$ cat src/rtl/preamble_strip.sv
// preamble_strip: hunts an AXI-Stream for the preamble word, strips it and forwards the payload frame.
// Define PREAMBLE_STRIP_STATS_EN to build the frames_ok/frames_err/words_drop counters.
module preamble_strip #(
    parameter int          C_DATA_WIDTH       = 16,
    parameter int          C_FRAME_LEN        = 10,
    parameter logic [15:0] C_PREAMBLE_PATTERN = 16'hABCD
) (
    input  logic                    clk_i,
    input  logic                    rst_i,
    input  logic [C_DATA_WIDTH-1:0] s_axis_tdata,
    input  logic                    s_axis_tvalid,
    output logic                    s_axis_tready,
    input  logic                    s_axis_tlast,
    output logic [C_DATA_WIDTH-1:0] m_axis_tdata,
    output logic                    m_axis_tvalid,
    input  logic                    m_axis_tready,
    output logic                    m_axis_tlast,
    output logic                    sync_o,
    output logic                    err_o,
    output logic [15:0]             frames_ok_o,
    output logic [15:0]             frames_err_o,
    output logic [15:0]             words_drop_o
);

    localparam int CW = $clog2(C_FRAME_LEN + 1);
    localparam logic [C_DATA_WIDTH-1:0] PATTERN = C_DATA_WIDTH'(C_PREAMBLE_PATTERN);
    localparam logic [CW-1:0] LEN = CW'(C_FRAME_LEN);

    typedef enum logic [1:0] {
        S_HUNT,
        S_DATA,
        S_DROP
    } state_e;

    state_e state_q, state_d;

    logic [CW-1:0]           cnt_q, cnt_d, cnt_inc;
    logic                    m_valid_q, m_valid_d;
    logic                    m_last_q, m_last_d;
    logic [C_DATA_WIDTH-1:0] m_data_q, m_data_d;
    logic                    err_q, err_d;
    logic                    hs_in, hs_out, is_pat, frame_full;

    assign hs_in      = s_axis_tvalid & s_axis_tready;
    assign hs_out     = m_valid_q & m_axis_tready;
    assign is_pat     = (s_axis_tdata == PATTERN);
    assign cnt_inc    = cnt_q + 1'b1;
    assign frame_full = (cnt_inc == LEN);

    always_ff @(posedge clk_i) begin
        if (rst_i) begin
            state_q <= S_HUNT;
        end else begin
            state_q <= state_d;
        end
    end

    always_comb begin
        state_d = state_q;
        case (state_q)
            S_HUNT: begin
                if (hs_in && is_pat && !s_axis_tlast) begin
                    state_d = S_DATA;
                end
            end
            S_DATA: begin
                if (hs_in) begin
                    if (s_axis_tlast) begin
                        state_d = S_HUNT;
                    end else if (frame_full) begin
                        state_d = S_DROP;
                    end
                end
            end
            S_DROP: begin
                if (hs_in && s_axis_tlast) begin
                    state_d = S_HUNT;
                end
            end
            default: state_d = S_HUNT;
        endcase
    end

    // Outside DATA the input is always accepted; the output register drains on its own.
    always_comb begin
        sync_o        = (state_q == S_DATA);
        s_axis_tready = (state_q == S_DATA) ? (~m_valid_q | m_axis_tready) : 1'b1;
    end

    always_comb begin
        m_valid_d = m_valid_q;
        m_last_d  = m_last_q;
        m_data_d  = m_data_q;
        cnt_d     = cnt_q;
        err_d     = 1'b0;
        if (hs_out) begin
            m_valid_d = 1'b0;
            m_last_d  = 1'b0;
        end
        case (state_q)
            S_HUNT: begin
                if (hs_in && is_pat) begin
                    cnt_d = '0;
                    err_d = s_axis_tlast;
                end
            end
            S_DATA: begin
                if (hs_in) begin
                    m_valid_d = 1'b1;
                    m_data_d  = s_axis_tdata;
                    m_last_d  = s_axis_tlast | frame_full;
                    cnt_d     = cnt_inc;
                    err_d     = ~s_axis_tlast & frame_full;
                end
            end
            default: ;
        endcase
    end

    always_ff @(posedge clk_i) begin
        if (rst_i) begin
            m_valid_q <= 1'b0;
            m_last_q  <= 1'b0;
            err_q     <= 1'b0;
            cnt_q     <= '0;
        end else begin
            m_valid_q <= m_valid_d;
            m_last_q  <= m_last_d;
            err_q     <= err_d;
            cnt_q     <= cnt_d;
        end
    end

    // Data register is deliberately not cleared by reset.
    always_ff @(posedge clk_i) begin
        if (!rst_i) begin
            m_data_q <= m_data_d;
        end
    end

    assign m_axis_tdata  = m_data_q;
    assign m_axis_tvalid = m_valid_q;
    assign m_axis_tlast  = m_last_q;
    assign err_o         = err_q;

`ifdef PREAMBLE_STRIP_STATS_EN
    logic [15:0] ok_q, ok_d, ferr_q, ferr_d, drop_q, drop_d;

    function automatic logic [15:0] sat_inc(input logic [15:0] v);
        return (v == 16'hFFFF) ? v : v + 16'd1;
    endfunction

    always_comb begin
        ok_d   = ok_q;
        ferr_d = ferr_q;
        drop_d = drop_q;
        if (hs_in) begin
            case (state_q)
                S_HUNT: begin
                    if (!is_pat) drop_d = sat_inc(drop_q);
                end
                S_DATA: begin
                    if (s_axis_tlast) begin
                        ok_d = sat_inc(ok_q);
                    end else if (frame_full) begin
                        ferr_d = sat_inc(ferr_q);
                    end
                end
                S_DROP: drop_d = sat_inc(drop_q);
                default: ;
            endcase
        end
    end

    always_ff @(posedge clk_i) begin
        if (rst_i) begin
            ok_q   <= '0;
            ferr_q <= '0;
            drop_q <= '0;
        end else begin
            ok_q   <= ok_d;
            ferr_q <= ferr_d;
            drop_q <= drop_d;
        end
    end

    assign frames_ok_o  = ok_q;
    assign frames_err_o = ferr_q;
    assign words_drop_o = drop_q;
`else
    assign frames_ok_o  = 16'h0;
    assign frames_err_o = 16'h0;
    assign words_drop_o = 16'h0;
`endif

endmodule

$ cat config.mk
export PLATFORM = sky130hd
export DESIGN_NAME = preamble_strip
export DESIGN_NICKNAME = d
export VERILOG_FILES = /design/src/rtl/preamble_strip.sv
export SDC_FILE = /design/constraint.sdc
export NUM_CORES = 1
export LEC_CHECK = 0
export CORE_UTILIZATION = 36
export CTS_CLUSTER_SIZE = 28
export DETAILED_ROUTE_END_ITERATION = 10
export HOLD_SLACK_MARGIN = 0.1
export PLACE_DENSITY_LB_ADDON = 0.15
export SYNTH_ARGS = -nofsm -noshare
export SYNTH_HDL_FRONTEND = slang
export SYNTH_SLANG_ARGS = --single-unit
export TNS_END_PERCENT = 1
$ cat constraint.sdc
create_clock -name clk_i -period 2.55 [get_ports clk_i]
set_input_delay 0.3825 -clock clk_i [delete_from_list [all_inputs] [get_ports clk_i]]
set_output_delay 0.3825 -clock clk_i [all_outputs]
set_load 0.005 [all_outputs]
==> qor.yml, run 1 <==
cpLargestDelayFamily: "buffers and inverters"
drt_iter0_markers: 30
htreeDepth: 1
crit_arrival_ns: 1.57
synthArstFlopShare: 0
worstPathMaxFanout: 3
hold_viol: 0
hold_buffers: 0
ant_nets: 0
setup_tns_ns: 0
grt_pass1_vias: 804
worstPathRequired_ns: 2.17
die_area_mm2: 0.00414
place_ws_ns: 0.552
finalNetCount: 201
core_area_mm2: 0.00369
setup.worst_path.start_class: "input pin"
whs_ns: 0.474
syn_to_final_growth_pct: 24.0
vias: 919
synth.distinct_cells: 32
maxClockFrequency_mhz: 512
rows: 22
drtPass1Iterations: 4
setup_violations: 0
yosysTopAreaCell: "edfxtp_1"
leakagePower_nw: 0.689
synth_top_area_frac: 0.344
syn_area_mm2: 0.00140
ys_seq_area_frac: 0.473
crit_type: "input pin to primary output"
crit_top_cell: "clkdlybuf4s50_1"
synth.area.top_cells: "edfxtp_1, buf_4, dfxtp_1"
synth_edf_count: 16
rsz0062_at_grt: "no"
syn_avg_cell_area_um2: 10.5
clock_latency_ns: 0.26
antenna_found_initial: 0
critPathCaptureType: "primary output"
maxCapViolCount: 0
pin_count: 90
grt_overflow: 0
drc: 0
synth_seq_cells: 25
yosys_most_used_dff: "edfxtp_1"
clock_path_buffers: 2
synthTopCellsByCount: "buf_4, edfxtp_1, dfxtp_1"
diodes: 0
final_max_slew_viol_count: 0
drt-total-wl_mm: 2.37
grt_max_degree: 17
outcome: "finished clean"
post-synth-top-count-cell: "buf_4"
period_share: 0.767
cts_num_sinks: 25
grt_usage: 0.111
ys_warn_count: 0
worst_path_largest_cell_delay_ns: 0.52
skew_ns: 0.00581
cp.buffers_inverters: 2
root_buffer: "clkbuf_8"
critical_path.slowest_cell: "clkdlybuf4s50_1"
gp_congestion: 0.829
cp.depth: 3
timing.final.crit_period_ns: 1.95
drt-wirelength-per-cell_um: 10.5
stdcell_area_mm2: 0.00173
setup_ws_ns: 0.595
ir_drop_v: 0.000178
path_cells: "clkdlybuf4s50_1, nand4bb_1, clkdlybuf4s50_1"
min_path_type: "register to register"
clkTransAtPathRegs_ns: 0.08
reg2reg_depth: 5
powerDensity_mw_per_mm2: 415
die_w_um: 64.3
fp.dieH_um: 64.3
synth_cells: 133
post-cts-setup-buffers: 0
drive_above_1_share: 0.0452
hpwl_mm: 1.86
cts_tree: "built"
vias_per_cell: 4.08
power_uw: 719
cts_resized: 0
cts_buffers: 3
grt_first_pass_wirelength_mm: 3.62
hold_path_depth: 2
io_buffers: 41
start_util: 0.379
place_area_mm2: 0.00169
-- final timing paths --
path / end / slack (ns) / start
setup / recovery: s_axis_tready / 0.60 / m_axis_tready
setup reg to reg: m_axis_tdata[7] / 0.91 / state_q[1]
hold / removal: m_axis_tlast / 0.47 / m_axis_tlast
hold reg to reg: m_axis_tlast / 0.47 / m_axis_tlast
-- logic make-up after synthesis --
family | count (synthesis) | share of synthesized area
adder cells (fa/ha/maj) | 2 | 0.0179
AND/OR/NAND/NOR | 33 | 0.148
flip-flops | 25 | 0.473
buffers and inverters | 53 | 0.271
AO/OA/AOI/OAI | 19 | 0.0877
other | 1 | 0.00268
-- per-layer routing --
metal,share of wire,vias to the layer above,routed length (um),GRT usage
li1,-,456,-,-
met1,0.43,415,1020,0.152
met2,0.47,48,1120,0.176
met3,0.093,0,220,0.0268
met4,0,0,0,0.0250
met5,0,-,0,0
-- report_power, final --
part	switching, mW	internal [mW]	total [mW]
combinational	0.0318	0.0316	0.0634
sequential	0.000000334	0.429	0.429
clock	0.115	0.111	0.227
total	0.147	0.572	0.719
-- placed cells by master, fill, tap and decap left out, types with 2 or more instances in the layout --
cell / n
inv_1: 4
clkbuf_8: 3
nand2b_1: 3
dfxtp_1: 9
clkdlybuf4s50_1: 41
nand2_1: 8
ha_1: 2
nor3_1: 2
conb_1: 48
and3_1: 2
nand4bb_1: 2
edfxtp_1: 16
o21ai_0: 5
nand3_1: 4
nor2_1: 3
a21oi_1: 6
o31ai_1: 2
-- worst register-to-register path: cells and delay by family (launching register included) --
family                 cells  cell delay (ns)
buffers and inverters      2             0.39
DFF                        1             0.34
and+or+nand+nor            3             0.61
-- stage by stage --
step	util	instances
4_1_cts	0.470	225
2_1_floorplan	-	180
5_1_grt	0.470	225
3_5_place_dp	0.458	221
3_3_place_gp	0.458	221
6_report	0.470	225
-- layout make-up --
class | count | area (um2)
fillers | 360 | 1960
flip-flops and latches | 25 | 661
multi-input cells | 102 | 534
repair buffers | 42 | 418
well taps | 48 | 60.1
clock buffers | 4 | 45.0
inverters | 4 | 15.0
-- registers in the layout, indices dropped and copies added (netlist names) --
name,count
state_q,2
cnt_q,4
err_o,1
m_axis_tdata,16
m_axis_tvalid,1
m_axis_tlast,1
(Power assumes the default switching activity.)
==> inputs of run 2 (changes only) <==
==> constraint.sdc (replaced) <==
create_clock -name clk_i -period 2 [get_ports clk_i]
set_input_delay 0.3 -clock clk_i [delete_from_list [all_inputs] [get_ports clk_i]]
set_output_delay 0.3 -clock clk_i [all_outputs]
set_load 0.005 [all_outputs]
==> run 2 against run 1 <==
Effect of this change:
- sequential power increased by 28%
- combinational power is 29% higher
- cell count grew 0.89%
- clock power up 28%
- hold slack improved by 0.0060 ns
==> qor.yml, run 2 (synthesis results as in run 1) <==
maxCapViolCount: 0  # unchanged
htreeDepth: 1  # unchanged
largest_reg_flops: 16  # unchanged
root_buffer: "clkbuf_8"
pwr-share-comb: 0.089  # about the same
reg2reg_slack_ns: 0.37  # -0.54 ns
setup_ws_ns: 0.176  # -0.419 ns
ant_nets: 0  # unchanged
io_buffers: 41  # unchanged
whs_ns: 0.480  # +0.00599 ns
p_seq_frac: 0.595  # -0.002
clock_latency_ns: 0.26  # about the same
clkTransAtPathRegs_ns: 0.08  # about the same
switching_share: 0.208  # +0.00400
grt_max_degree: 17  # unchanged
antenna_found_initial: 0  # unchanged
stdcell_count: 227  # +0.89%
critPathCaptureType: "primary output"
cts_tree: "built"
placed_cells: 223  # +0.90%
clock_path_buffers: 2  # unchanged
rsz0062_at_grt: "no"
crit_type: "register to primary output"
grt_overflow: 0  # unchanged
finalNetCount: 203  # +1.0%
drt-wirelength-per-cell_um: 10.8  # +2.2%
timing.final.crit_period_ns: 1.82
drc: 0  # unchanged
period_share: 0.912
drt-total-wl_mm: 2.44  # +3.1%
pin_count: 90  # unchanged
cts_resized: 0  # unchanged
power.internal_uw: 727  # +27%
cts_buffers: 3  # unchanged
start_util: 0.379  # unchanged
setup_tns_ns: 0  # unchanged
grt_first_pass_wirelength_mm: 3.73  # +3.1%
outcome: "finished clean"
power_uw: 919  # +28%
rows: 22  # unchanged
gp_congestion: 0.851  # +2.6%
r2r_end: "cnt_q[1]"
drt_iter0_markers: 39  # +30%
vias_per_cell: 4.08  # about the same
crit_arrival_ns: 1.52  # -0.05 ns
hold_buffers: 0  # unchanged
setup.worst_path.start_class: "register"
drive_above_1_share: 0.0615  # +0.0163
ir_drop_v: 0.000201  # +13%
fp.dieH_um: 64.3  # unchanged
layout_common_cells: "conb_1, clkdlybuf4s50_1, edfxtp_1, dfxtp_1, nand2_1"
drtPass1Iterations: 4  # unchanged
skew_ns: 0.00120  # -0.00462 ns
syn_to_final_growth_pct: 25.2
holdPathEnd: "m_axis_tlast"
hpwl_mm: 1.94  # +4.4%
core_area_mm2: 0.00369  # unchanged
setup_violations: 0  # unchanged
powerDensity_mw_per_mm2: 525  # +27%
hold_viol: 0  # unchanged
place_ws_ns: 0.0731  # -0.479 ns
post-cts-setup-buffers: 0  # unchanged
hold_path_depth: 2  # unchanged
cts_num_sinks: 25  # unchanged
power_frac_clock: 0.315  # about the same
die_area_mm2: 0.00414  # unchanged
grt_pass1_vias: 835  # +3.9%
die_w_um: 64.3  # unchanged
min_path_type: "register to register"
worstPathRequired_ns: 1.70  # -0.47 ns
final_max_slew_viol_count: 0  # unchanged
worstPathMaxFanout: 6  # +3
timing.rr.start: "state_q[1]"
grt_usage: 0.115  # +0.00410
vias: 927  # +0.87%
min_from: "m_axis_tlast"
diodes: 0  # unchanged
leakagePower_nw: 0.701  # +1.7%
final_common_cell: "conb_1"
maxClockFrequency_mhz: 548
reg2reg_depth: 6  # +1
switching_power_uw: 192  # +30%
-- run 2: cell types whose count changed in the layout (fill, tap and decap cells not counted), sizes merged --
| cell | previous run | this run |
|---|---|---|
| buf | 1 | 3 |
| clkbuf | 4 | 3 |
| clkinv | 0 | 1 |
-- run 2: area by class of cell --
cell class,count,area [um2]
Fill cell,384,1940
Clock buffer,3,41.3
Multi-Input combinational cell,102,534
Timing Repair Buffer,44,433
Clock inverter,1,5.00
Sequential cell,25,661
Inverter,4,15.0
Tap cell,48,60.1
-- run 2: how the worst max path moves through the flow --
stage | start | end | slack, ns | cells past startpoint
finish | state_q[1] | sync_o | 0.18 | 3
global route | state_q[1] | sync_o | 0.07 | 3
CTS | state_q[1] | sync_o | 0.17 | 3
detailed placement | s_axis_tdata[3] | cnt_q[1] | 0.07 | 6
global placement | s_axis_tdata[3] | cnt_q[1] | 0.13 | 6
floorplan | state_q[1] | m_axis_tdata[0] | 0.10 | 4
-- run 2: power by group through the flow --
stage	registers, mW	clock network [mW]	logic, mW
after detailed placement	0.559	0	0.0805
after global routing	0.547	0.334	0.0922
final	0.547	0.290	0.0821
after floorplan	0.559	0	0.0989
after CTS	0.547	0.305	0.0810
after global placement	0.559	0	0.0804
-- run 2: per-layer routing --
layer | GRT usage | wire, um | vias up
met3 | 0.0196 | 161 | 0
met4 | 0.0333 | 0 | 0
met5 | 0 | 0 | -
met1 | 0.153 | 1100 | 423
met2 | 0.191 | 1180 | 45
li1 | - | - | 459
-- run 2: stage by stage --
| step | utilization | instance area, um2 |
|---|---|---|
| 3_5_place_dp | 0.462 | 1700 |
| 6_report | 0.474 | 1750 |
| 3_3_place_gp | 0.462 | 1700 |
| 2_1_floorplan | - | 1570 |
| 4_1_cts | 0.474 | 1750 |
| 5_1_grt | 0.474 | 1750 |
-- run 2: worst max-delay path: stages (launching register included) --
cell and delay, ns:
dfxtp_1 0.35, nand2b_1 0.25, inv_1 0.15, clkdlybuf4s50_1 0.52
